===== config.mk =====
export PLATFORM = sky130hd
export DESIGN_NAME = alu_writeback
export DESIGN_NICKNAME = d
export VERILOG_FILES = /design/src/rtl/cpu_pkg.sv /design/src/rtl/alu_wb_regmap.sv /design/src/rtl/alu_writeback.sv
export SDC_FILE = /design/constraint.sdc
export NUM_CORES = 1
export LEC_CHECK = 0
export ABC_AREA = 0
export CELL_PAD_IN_SITES_DETAIL_PLACEMENT = 0
export CELL_PAD_IN_SITES_GLOBAL_PLACEMENT = 1
export CORE_ASPECT_RATIO = 2
export CORE_MARGIN = 2
export CORE_UTILIZATION = 37
export CTS_BUF_LIST = sky130_fd_sc_hd__clkbuf_16
export DETAILED_ROUTE_END_ITERATION = 16
export GPL_TIMING_DRIVEN = 1
export PLACE_DENSITY = 0.9
export SLEW_MARGIN = 30
export SYNTH_ARGS = -nofsm -noshare
export SYNTH_HDL_FRONTEND = slang
export SYNTH_HIERARCHICAL = 1
export SYNTH_SLANG_ARGS = --single-unit

===== constraint.sdc =====
create_clock -name clock -period 6.4 [get_ports clock]
set_clock_uncertainty 0.2 [all_clocks]
set_input_delay 1.28 -clock clock [delete_from_list [all_inputs] [get_ports clock]]
set_output_delay 1.28 -clock clock [all_outputs]
set_load 0.02 [all_outputs]

===== src/rtl/cpu_pkg.sv =====
// rtl/cpu_pkg.sv - shared ALU mode, FLAGS bit and writeback state definitions
//
// Purpose: constants shared by the ALU and its writeback stage.
//   - ALU mode codes (x86 group-1 ordering), CMP writes flags only.
//   - FLAGS bit positions within the 12-bit flag image.
//   - Writeback FSM state encoding.
//   - Helper giving the index of the last byte of an operand.
// Ports: none (package).

package cpu_pkg;

  // ALU mode codes
  localparam logic [2:0] ALU_ADD = 3'd0;
  localparam logic [2:0] ALU_OR  = 3'd1;
  localparam logic [2:0] ALU_ADC = 3'd2;
  localparam logic [2:0] ALU_SBB = 3'd3;
  localparam logic [2:0] ALU_AND = 3'd4;
  localparam logic [2:0] ALU_SUB = 3'd5;
  localparam logic [2:0] ALU_XOR = 3'd6;
  localparam logic [2:0] ALU_CMP = 3'd7;

  // FLAGS bit indices
  localparam int FLAG_C = 0;
  localparam int FLAG_P = 2;
  localparam int FLAG_A = 4;
  localparam int FLAG_Z = 6;
  localparam int FLAG_S = 7;
  localparam int FLAG_T = 8;
  localparam int FLAG_I = 9;
  localparam int FLAG_D = 10;
  localparam int FLAG_O = 11;

  // Writeback FSM states
  localparam logic [1:0] WB_IDLE   = 2'd0;
  localparam logic [1:0] WB_COMMIT = 2'd1;
  localparam logic [1:0] WB_MEMW   = 2'd2;

  // Index of the final byte: 0 for byte, 1 for 16-bit, 3 for 32-bit operands.
  function automatic logic [1:0] last_byte(input logic isize, input logic opsize);
    if (!isize)     return 2'd0;
    else if (opsize) return 2'd3;
    else            return 2'd1;
  endfunction

endpackage


===== src/rtl/alu_wb_regmap.sv =====
// rtl/alu_wb_regmap.sv - maps operand size and x86 register number to register file lanes
//
// Purpose: combinational translation of an x86 destination register into the
// register file index, byte-lane mask and lane-aligned write data.
// Ports:
//   isize    in  1   0 = byte operand, 1 = word/dword
//   opsize   in  1   with isize=1: 0 = 16-bit, 1 = 32-bit
//   regn     in  3   x86 register encoding
//   result   in  32  ALU result
//   reg_n    out 3   register file index
//   reg_mask out 4   byte-lane enables
//   reg_data out 32  lane-aligned write data

module alu_wb_regmap
  import cpu_pkg::*;
(
  input  logic        isize,
  input  logic        opsize,
  input  logic [2:0]  regn,
  input  logic [31:0] result,
  output logic [2:0]  reg_n,
  output logic [3:0]  reg_mask,
  output logic [31:0] reg_data
);

  always_comb begin
    reg_n    = regn;
    reg_mask = 4'b0000;
    reg_data = 32'h0;
    if (!isize) begin
      // Byte registers 4..7 (AH, CH, DH, BH) are lane 1 of registers 0..3.
      if (regn[2]) begin
        reg_n    = {1'b0, regn[1:0]};
        reg_mask = 4'b0010;
        reg_data = {16'h0, result[7:0], 8'h0};
      end else begin
        reg_mask = 4'b0001;
        reg_data = {24'h0, result[7:0]};
      end
    end else if (!opsize) begin
      reg_mask = 4'b0011;
      reg_data = {16'h0, result[15:0]};
    end else begin
      reg_mask = 4'b1111;
      reg_data = result;
    end
  end

endmodule


===== src/rtl/alu_writeback.sv =====
// rtl/alu_writeback.sv - ALU commit stage writing FLAGS plus a register or memory bytes
//
// Purpose: latches one ALU result and its flag image at start, commits FLAGS
// in the following cycle, then writes the result either to the register file
// (same cycle) or to memory one byte per accepted bus cycle. done pulses for
// one cycle when the operation completes.
// Ports:
//   clock, resetn                 clock and asynchronous active-low reset
//   start                         request; samples all operand inputs
//   isize, opsize, alumode, dir   operand size, ALU mode, destination select
//   regn, ea, result, flags_in    destination register/address, data, flags
//   mem_ready                     bus accepts the presented byte
//   busy, done                    status and completion pulse
//   reg_we, reg_n, reg_mask, reg_data   register file write port
//   flags_we, flags_data          FLAGS write port
//   mem_we, mem_addr, mem_data    byte-wide memory write port

module alu_writeback
  import cpu_pkg::*;
#(
  parameter int AW = 20
) (
  input  logic          clock,
  input  logic          resetn,
  input  logic          start,
  input  logic          isize,
  input  logic          opsize,
  input  logic [2:0]    alumode,
  input  logic          dir,
  input  logic [2:0]    regn,
  input  logic [AW-1:0] ea,
  input  logic [31:0]   result,
  input  logic [11:0]   flags_in,
  input  logic          mem_ready,
  output logic          busy,
  output logic          done,
  output logic          reg_we,
  output logic [2:0]    reg_n,
  output logic [3:0]    reg_mask,
  output logic [31:0]   reg_data,
  output logic          flags_we,
  output logic [11:0]   flags_data,
  output logic          mem_we,
  output logic [AW-1:0] mem_addr,
  output logic [7:0]    mem_data
);

  logic [1:0]    state;
  logic [1:0]    k;
  logic [1:0]    last_q;
  logic          isize_q;
  logic          opsize_q;
  logic [2:0]    alumode_q;
  logic          dir_q;
  logic [2:0]    regn_q;
  logic [AW-1:0] ea_q;
  logic [31:0]   result_q;
  logic [11:0]   flags_q;

  logic [2:0]    map_n;
  logic [3:0]    map_mask;
  logic [31:0]   map_data;

  logic          commit_only;
  logic          last_accept;

  alu_wb_regmap u_regmap (
    .isize    (isize_q),
    .opsize   (opsize_q),
    .regn     (regn_q),
    .result   (result_q),
    .reg_n    (map_n),
    .reg_mask (map_mask),
    .reg_data (map_data)
  );

  // COMMIT finishes the operation itself for CMP and for register writes.
  assign commit_only = (alumode_q == ALU_CMP) || !dir_q;
  assign last_accept = (state == WB_MEMW) && mem_ready && (k == last_q);

  always_ff @(posedge clock or negedge resetn) begin
    if (!resetn) begin
      state     <= WB_IDLE;
      k         <= 2'd0;
      last_q    <= 2'd0;
      isize_q   <= 1'b0;
      opsize_q  <= 1'b0;
      alumode_q <= 3'd0;
      dir_q     <= 1'b0;
      regn_q    <= 3'd0;
      ea_q      <= '0;
      result_q  <= 32'h0;
      flags_q   <= 12'h0;
    end else begin
      case (state)
        WB_IDLE: begin
          if (start) begin
            isize_q   <= isize;
            opsize_q  <= opsize;
            alumode_q <= alumode;
            dir_q     <= dir;
            regn_q    <= regn;
            ea_q      <= ea;
            result_q  <= result;
            flags_q   <= flags_in;
            last_q    <= last_byte(isize, opsize);
            state     <= WB_COMMIT;
          end
        end
        WB_COMMIT: begin
          k     <= 2'd0;
          state <= commit_only ? WB_IDLE : WB_MEMW;
        end
        WB_MEMW: begin
          if (mem_ready) begin
            if (k == last_q) begin
              k     <= 2'd0;
              state <= WB_IDLE;
            end else begin
              k <= k + 2'd1;
            end
          end
        end
        default: state <= WB_IDLE;
      endcase
    end
  end

  // Outputs decode directly from state so an asynchronous reset drops every
  // strobe at once; data buses are zeroed whenever their strobe is low.
  always_comb begin
    busy       = (state == WB_COMMIT) || (state == WB_MEMW);
    flags_we   = (state == WB_COMMIT);
    flags_data = flags_we ? flags_q : 12'h0;
    reg_we     = (state == WB_COMMIT) && (alumode_q != ALU_CMP) && !dir_q;
    reg_n      = reg_we ? map_n : 3'd0;
    reg_mask   = reg_we ? map_mask : 4'b0000;
    reg_data   = reg_we ? map_data : 32'h0;
    mem_we     = (state == WB_MEMW);
    mem_addr   = mem_we ? (ea_q + AW'(k)) : '0;
    mem_data   = mem_we ? result_q[{k, 3'b000} +: 8] : 8'h0;
    done       = ((state == WB_COMMIT) && commit_only) || last_accept;
  end

endmodule


==> run_results.csv, run 1 <==
group,metric,value,unit
synth,synthCells,397,
clocking,clkSlewWorstSetupHoldPaths,60,ps
power,ir_drop,0.297,mV
setup_path,path_max_fanout,14,
timing,finalCritPeriodShare,0.783,
floorplan,core.rowCount,56,
routing,drc,0,
clocking,cts_tree,"done",
clocking,clkLatencyLatePin,330,ps
routing,dr.pass1.iters,4,
timing,slew_headroom,0.414,
synth,synth_enable_flop_cells,0,
global_route,track_usage,0.201,
timing,hold_viol,0,
synth,synth_largest_area_cell,"dfrtp_1",
cells_and_area,finish.utilization,0.548,
synth,ys_warn_count,6,
routing,first_iter_violations,154,
power,p_leak,0.00263,uW
setup_path,required,4920,ps
global_route,met1_usage,0.208,
synth,synth_ff_type,"dfrtp_1",
clocking,cts_resized,0,
cells_and_area,fin_nets,625,
global_route,grt_pass1_wl,19700,um
synth,syn_avg_cell_area,11.3,um^2
floorplan,ios,161,
setup_path,critPathLaunchType,"flip-flop",
synth,ys_seq_area_frac,0.437,
routing,drt_wl_total,12600,um
status,status,"completed",
timing,worstMarginPinSlew,879,ps
timing,min_period,5010,ps
synth,netlist_area,0.00447,mm^2
timing,setup_tns,0,ps
routing,route.antenna.remaining_nets,0,
synth,synth_area_leaders,"dfrtp_1, mux2_2, and2_1, mux4_2, and3_1",
setup_path,worst-path-buf-inv,1,
synth,synthArstFlopShare,1.00,
synth,synth.top_cells.by_count,"dfrtp_1, mux2_2, and2_1, clkbuf_1, nor2_1",
timing,max_freq,0.199,GHz
timing,slew_violations,0,
global_route,grt_busiest_layer,"met2",
routing,viasPerCell,5.09,
synth,synth_most_common_cell,"dfrtp_1",
global_route,grt-ovfl-total,0,
setup_path,critPathSlowestCell,"dfrtp_1",
synth,synth_top_area_share,0.437,
clocking,cts_buffers,9,
clocking,hold_buffers,0,
global_route,use_met2,0.385,
floorplan,core_area,0.0118,mm^2
routing,wl_per_cell,18.2,um
clocking,clockBufferDepth,2,
floorplan,die_w,81.7,um
cells_and_area,syn_to_final_growth,44.3,%
clocking,htreeDepth,3,
floorplan,fp.dieArea,0.0130,mm^2
synth,synth_nets,480,
job,max_cap_viol_count,0,
synth,ys_types,43,
routing,num_vias,3528,
cells_and_area,fillerInstances,1048,
setup_path,crit_type,"reg2out",
setup_path,critPathArrivalTime,3530,ps
floorplan,die_h,159,um
global_route,use_met3,0.0346,
place,io_buffers,160,
place,place_congestion,0.808,
place,dpl.hpwl,9290,um
synth,ys_seq_elements,78,
global_route,grt_pass1_vias,3674,
cells_and_area,drive_above_1_share,0.219,
clocking,clockRootBuffer,"clkbuf_16",
floorplan,initial_core_util,0.380,
hold_path,min_path_type,"reg2reg",
setup_path,max_stage_delay,790,ps
setup_path,critPathTopFamily,"simple AND/OR/NAND/NOR gates",
timing,setup_viol_count_final,0,
setup_path,cp-end-kind,"output pin",
power,power_density,443,mW/mm^2
global_route,grt_max_degree,79,
setup_path,crit_chain,"ha_1 > fa_1 > nand4_2 > or4_4 > or3_1 > a21oi_1 > clkdlybuf4s50_1",
timing,rsz0062_at_grt,"false",
clocking,cts_sinks,78,
clocking,post_cts_buffers,0,
global_route,antenna_found_initial,1,
==> final cells by class <==
| class | instances | area [um^2] | share of cell area |
|---|---|---|---|
| diodes | 1 | 2.50 | 0.000388 |
| clock buffers | 9 | 225 | 0.0349 |
| clock inverters | 7 | 75.1 | 0.0116 |
| inverters | 11 | 46.3 | 0.00718 |
| multi-input cells | 282 | 2360 | 0.366 |
| flip-flops and latches | 78 | 1950 | 0.303 |
| well taps | 145 | 181 | 0.0281 |
| repair buffers | 160 | 1600 | 0.249 |
==> through the flow <==
step / setup slack (ps) / cell area (um^2) / total power [uW] / hold slack (ps) / instances
4_1_cts: 1350 / 6440 / 2890 / 305 / 692
5_1_grt: 1130 / 6450 / 3030 / 317 / 693
2_1_floorplan: 2670 / 4470 / 1860 / 269 / 397
6_report: 1390 / 6450 / 2860 / 304 / 693
3_3_place_gp: 1720 / 6130 / 2320 / 279 / 676
3_5_place_dp: 1700 / 6140 / 2360 / 291 / 676
==> registers in the layout (all words and copies together) (netlist names) <==
name	cells
state	2
alumode_q	3
flags_q	12
dir_q	1
last_q	2
k	2
opsize_q	1
regn_q	3
ea_q	20
result_q	32
==> cells in the final DEF, fill, tap and decap left out, types with 9 or more instances in the layout <==
master | netlist | final
clkdlybuf4s50_1 | 0 | 159
dfrtp_1 | 78 | 78
mux2_2 | 73 | 73
and2_1 | 64 | 64
nor2_1 | 15 | 15
and3_1 | 13 | 13
nand2_1 | 13 | 12
inv_1 | 10 | 10
nand3_1 | 9 | 9
xnor2_1 | 9 | 9
clkbuf_16 | 0 | 9
==> power by group <==
part	internal (uW)	switching, uW	total, uW	leakage, uW
clock network	303	208	511	0.000149
registers	741	278	1020	0.000922
logic	746	582	1330	0.00156
==> path summary, 6_finish.rpt <==
path                       slack, ps                   start  depth (start not counted)                       end
max                             1390        k[0]$_DFFE_PN0P_                          7              mem_addr[18]
min                              300  flags_q[8]$_DFFE_PN0P_                          1    flags_q[8]$_DFFE_PN0P_
max reg2reg                     3840    state[0]$_DFFE_PN0P_                          5          k[1]$_DFFE_PN0P_
min reg2reg                      300  flags_q[8]$_DFFE_PN0P_                          1    flags_q[8]$_DFFE_PN0P_
max in group asynchronous       4720                  resetn                          1      ea_q[14]$_DFFE_PN0P_
min in group asynchronous        780                  resetn                          1  alumode_q[1]$_DFFE_PN0P_
==> layer usage <==
metal / vias up / share of wire
met2: 91 / 0.59
met4: 0 / 0.019
li1: 1669 / -
met1: 1754 / 0.35
met3: 14 / 0.036
met5: - / 0
==> logic make-up after synthesis <==
kind of cell,Yosys count,share of synthesized area
flops,78,0.437
compound gates,27,0.0423
simple gates,151,0.205
fa+ha+maj,6,0.0185
xor+xnor,13,0.0255
mux,85,0.233
buf+inv,37,0.0386
Note: power is estimated with default switching activity, not from simulation.
==> run 2: changes to the inputs <==
--- a/config.mk
+++ b/config.mk
@@ -10,11 +10,11 @@
 export CELL_PAD_IN_SITES_GLOBAL_PLACEMENT = 1
 export CORE_ASPECT_RATIO = 2
 export CORE_MARGIN = 2
-export CORE_UTILIZATION = 37
+export CORE_UTILIZATION = 35
 export CTS_BUF_LIST = sky130_fd_sc_hd__clkbuf_16
 export DETAILED_ROUTE_END_ITERATION = 16
 export GPL_TIMING_DRIVEN = 1
-export PLACE_DENSITY = 0.9
+export PLACE_DENSITY = 0.86
 export SLEW_MARGIN = 30
 export SYNTH_ARGS = -nofsm -noshare
 export SYNTH_HDL_FRONTEND = slang
==> constraint.sdc (replaced) <==
create_clock -name clock -period 5.09 [get_ports clock]
set_clock_uncertainty 0.2 [all_clocks]
set_input_delay 1.018 -clock clock [delete_from_list [all_inputs] [get_ports clock]]
set_output_delay 1.018 -clock clock [all_outputs]
set_load 0.02 [all_outputs]
==> run_results.csv, run 2 (synthesized netlist as in run 1, its figures left out) <==
group,metric,value,unit
floorplan,core.rowCount,58,
timing,rsz0062_at_grt,"false",
timing,setup_viol_count_final,0,
cells_and_area,register_area,0.00195,mm^2
setup_path,crit_chain,"fa_1 > nand4_2 > or4_4 > or3_1 > a21oi_1 > clkdlybuf4s50_1",
setup_path,path_max_fanout,14,
clocking,clkLatencyLatePin,330,ps
cells_and_area,reg_top3,"result_q x32, ea_q x20, flags_q x12",
floorplan,ios,161,
floorplan,fp.dieArea,0.0137,mm^2
power,power_density,563,mW/mm^2
global_route,antenna_found_initial,0,
clocking,cts_buffers,9,
global_route,track_usage,0.191,
cells_and_area,drive_above_1_share,0.220,
routing,route.antenna.remaining_nets,0,
cells_and_area,final_common_cell,"clkdlybuf4s50_1",
power,ir_drop,0.337,mV
clocking,post_cts_buffers,0,
place,dpl.hpwl,9340,um
setup_path,crit_type,"reg2out",
cells_and_area,design_area,0.00648,mm^2
clocking,cts_sinks,78,
timing,slew_headroom,0.363,
clocking,clockBufferDepth,2,
status,status,"completed",
cells_and_area,largest_reg_flops,32,
clocking,htreeDepth,3,
setup_path,max_stage_delay,730,ps
hold_path,min_path_type,"reg2reg",
clocking,clockRootBuffer,"clkbuf_16",
setup_path,cp-end-kind,"output pin",
floorplan,die_w,83.9,um
routing,viasPerCell,5.09,
routing,first_iter_violations,139,
routing,num_vias,3556,
timing,max_freq,0.220,GHz
routing,wl_per_cell,18.5,um
global_route,grt-ovfl-total,0,
power,p_leak,0.00265,uW
global_route,grt_max_degree,79,
cells_and_area,syn_to_final_growth,45.1,%
floorplan,initial_core_util,0.356,
cells_and_area,multi_input_area,0.00236,mm^2
timing,finalCritPeriodShare,0.894,
power,total_power,3650,uW
timing,min_period,4550,ps
clocking,cts_tree,"done",
cells_and_area,regMostFlops,"result_q",
global_route,grt_pass1_vias,3862,
place,io_buffers,160,
cells_and_area,layout_common_cells,"clkdlybuf4s50_1, dfrtp_1, mux2_2, and2_1, nor2_1",
timing,worstMarginPinSlew,956,ps
timing,hold_viol,0,
job,max_cap_viol_count,0,
clocking,hold_buffers,0,
setup_path,required,3870,ps
routing,drc,0,
place,post_dp_cell_area,0.00616,mm^2
cells_and_area,diodes,0,
clocking,cts_resized,0,
setup_path,critPathLaunchType,"flip-flop",
setup_path,critPathSlowestCell,"dfrtp_1",
routing,dr.pass1.iters,4,
setup_path,critPathArrivalTime,3330,ps
routing,drt_wl_total,13000,um
timing,setup_tns,0,ps
floorplan,die_h,164,um
cells_and_area,fin_nets,628,
timing,slew_violations,0,
clocking,clkSlewWorstSetupHoldPaths,60,ps
place,place_congestion,0.801,
floorplan,core_area,0.0126,mm^2
cells_and_area,fillerInstances,1167,
global_route,grt_pass1_wl,20200,um
run 2: layout make-up:
class                   instances  area share
well taps                     150      0.0289
inverters                      11     0.00714
clock inverters                 6      0.0135
flip-flops and latches         78       0.301
clock buffers                   9      0.0347
multi-input cells             282       0.364
repair buffers                163       0.251
run 2: stage by stage:
stage / util / cells / worst slack (ps) / hold slack [ps]
final: 0.517 / 699 / 539 / 295
after global routing: 0.517 / 699 / 357 / 312
after CTS: 0.516 / 699 / 531 / 300
after detailed placement: 0.491 / 684 / 907 / 285
after global placement: 0.491 / 684 / 954 / 280
after floorplan: - / 397 / 1620 / 269
run 2: worst paths after layout:
kind / startpoint / endpoint / slack, ps / depth (start not counted)
worst max-delay path: k[1]$_DFFE_PN0P_ / mem_addr[18] / 540 / 6
worst min-delay path: flags_q[5]$_DFFE_PN0P_ / flags_q[5]$_DFFE_PN0P_ / 300 / 1
worst max register to register: last_q[0]$_DFFE_PN0P_ / state[1]$_DFFE_PN0P_ / 2900 / 4
worst min register to register: flags_q[5]$_DFFE_PN0P_ / flags_q[5]$_DFFE_PN0P_ / 300 / 1
max in group asynchronous: resetn / result_q[29]$_DFFE_PN0P_ / 3650 / 1
min in group asynchronous: resetn / regn_q[0]$_DFFE_PN0P_ / 490 / 1
run 2: per-layer routing:
metal  up-vias  share of wire  routed length (um)  global-route usage
met5         -              0                   0                   0
met4         0          0.022                 288              0.0806
met3        14          0.034                 443              0.0241
met2        98           0.57                7390               0.370
met1      1770           0.37                4840               0.205
li1       1674              -                   -                   -
run 2: worst max-delay path, delay by kind of cell (launching register included):
family                     cells  cell delay, ps
DFF                            1             730
buffers and inverters          1             640
AOI/OAI and AO/OA              1             170
and+or+nand+nor                3            1090
adders and majority gates      1             370
run 2: power by group:
part / leakage [uW] / total [uW] / internal, uW / switching (uW)
clock network: 0.000155 / 682 / 426 / 255
logic: 0.00158 / 1710 / 948 / 762
registers: 0.000922 / 1260 / 932 / 326
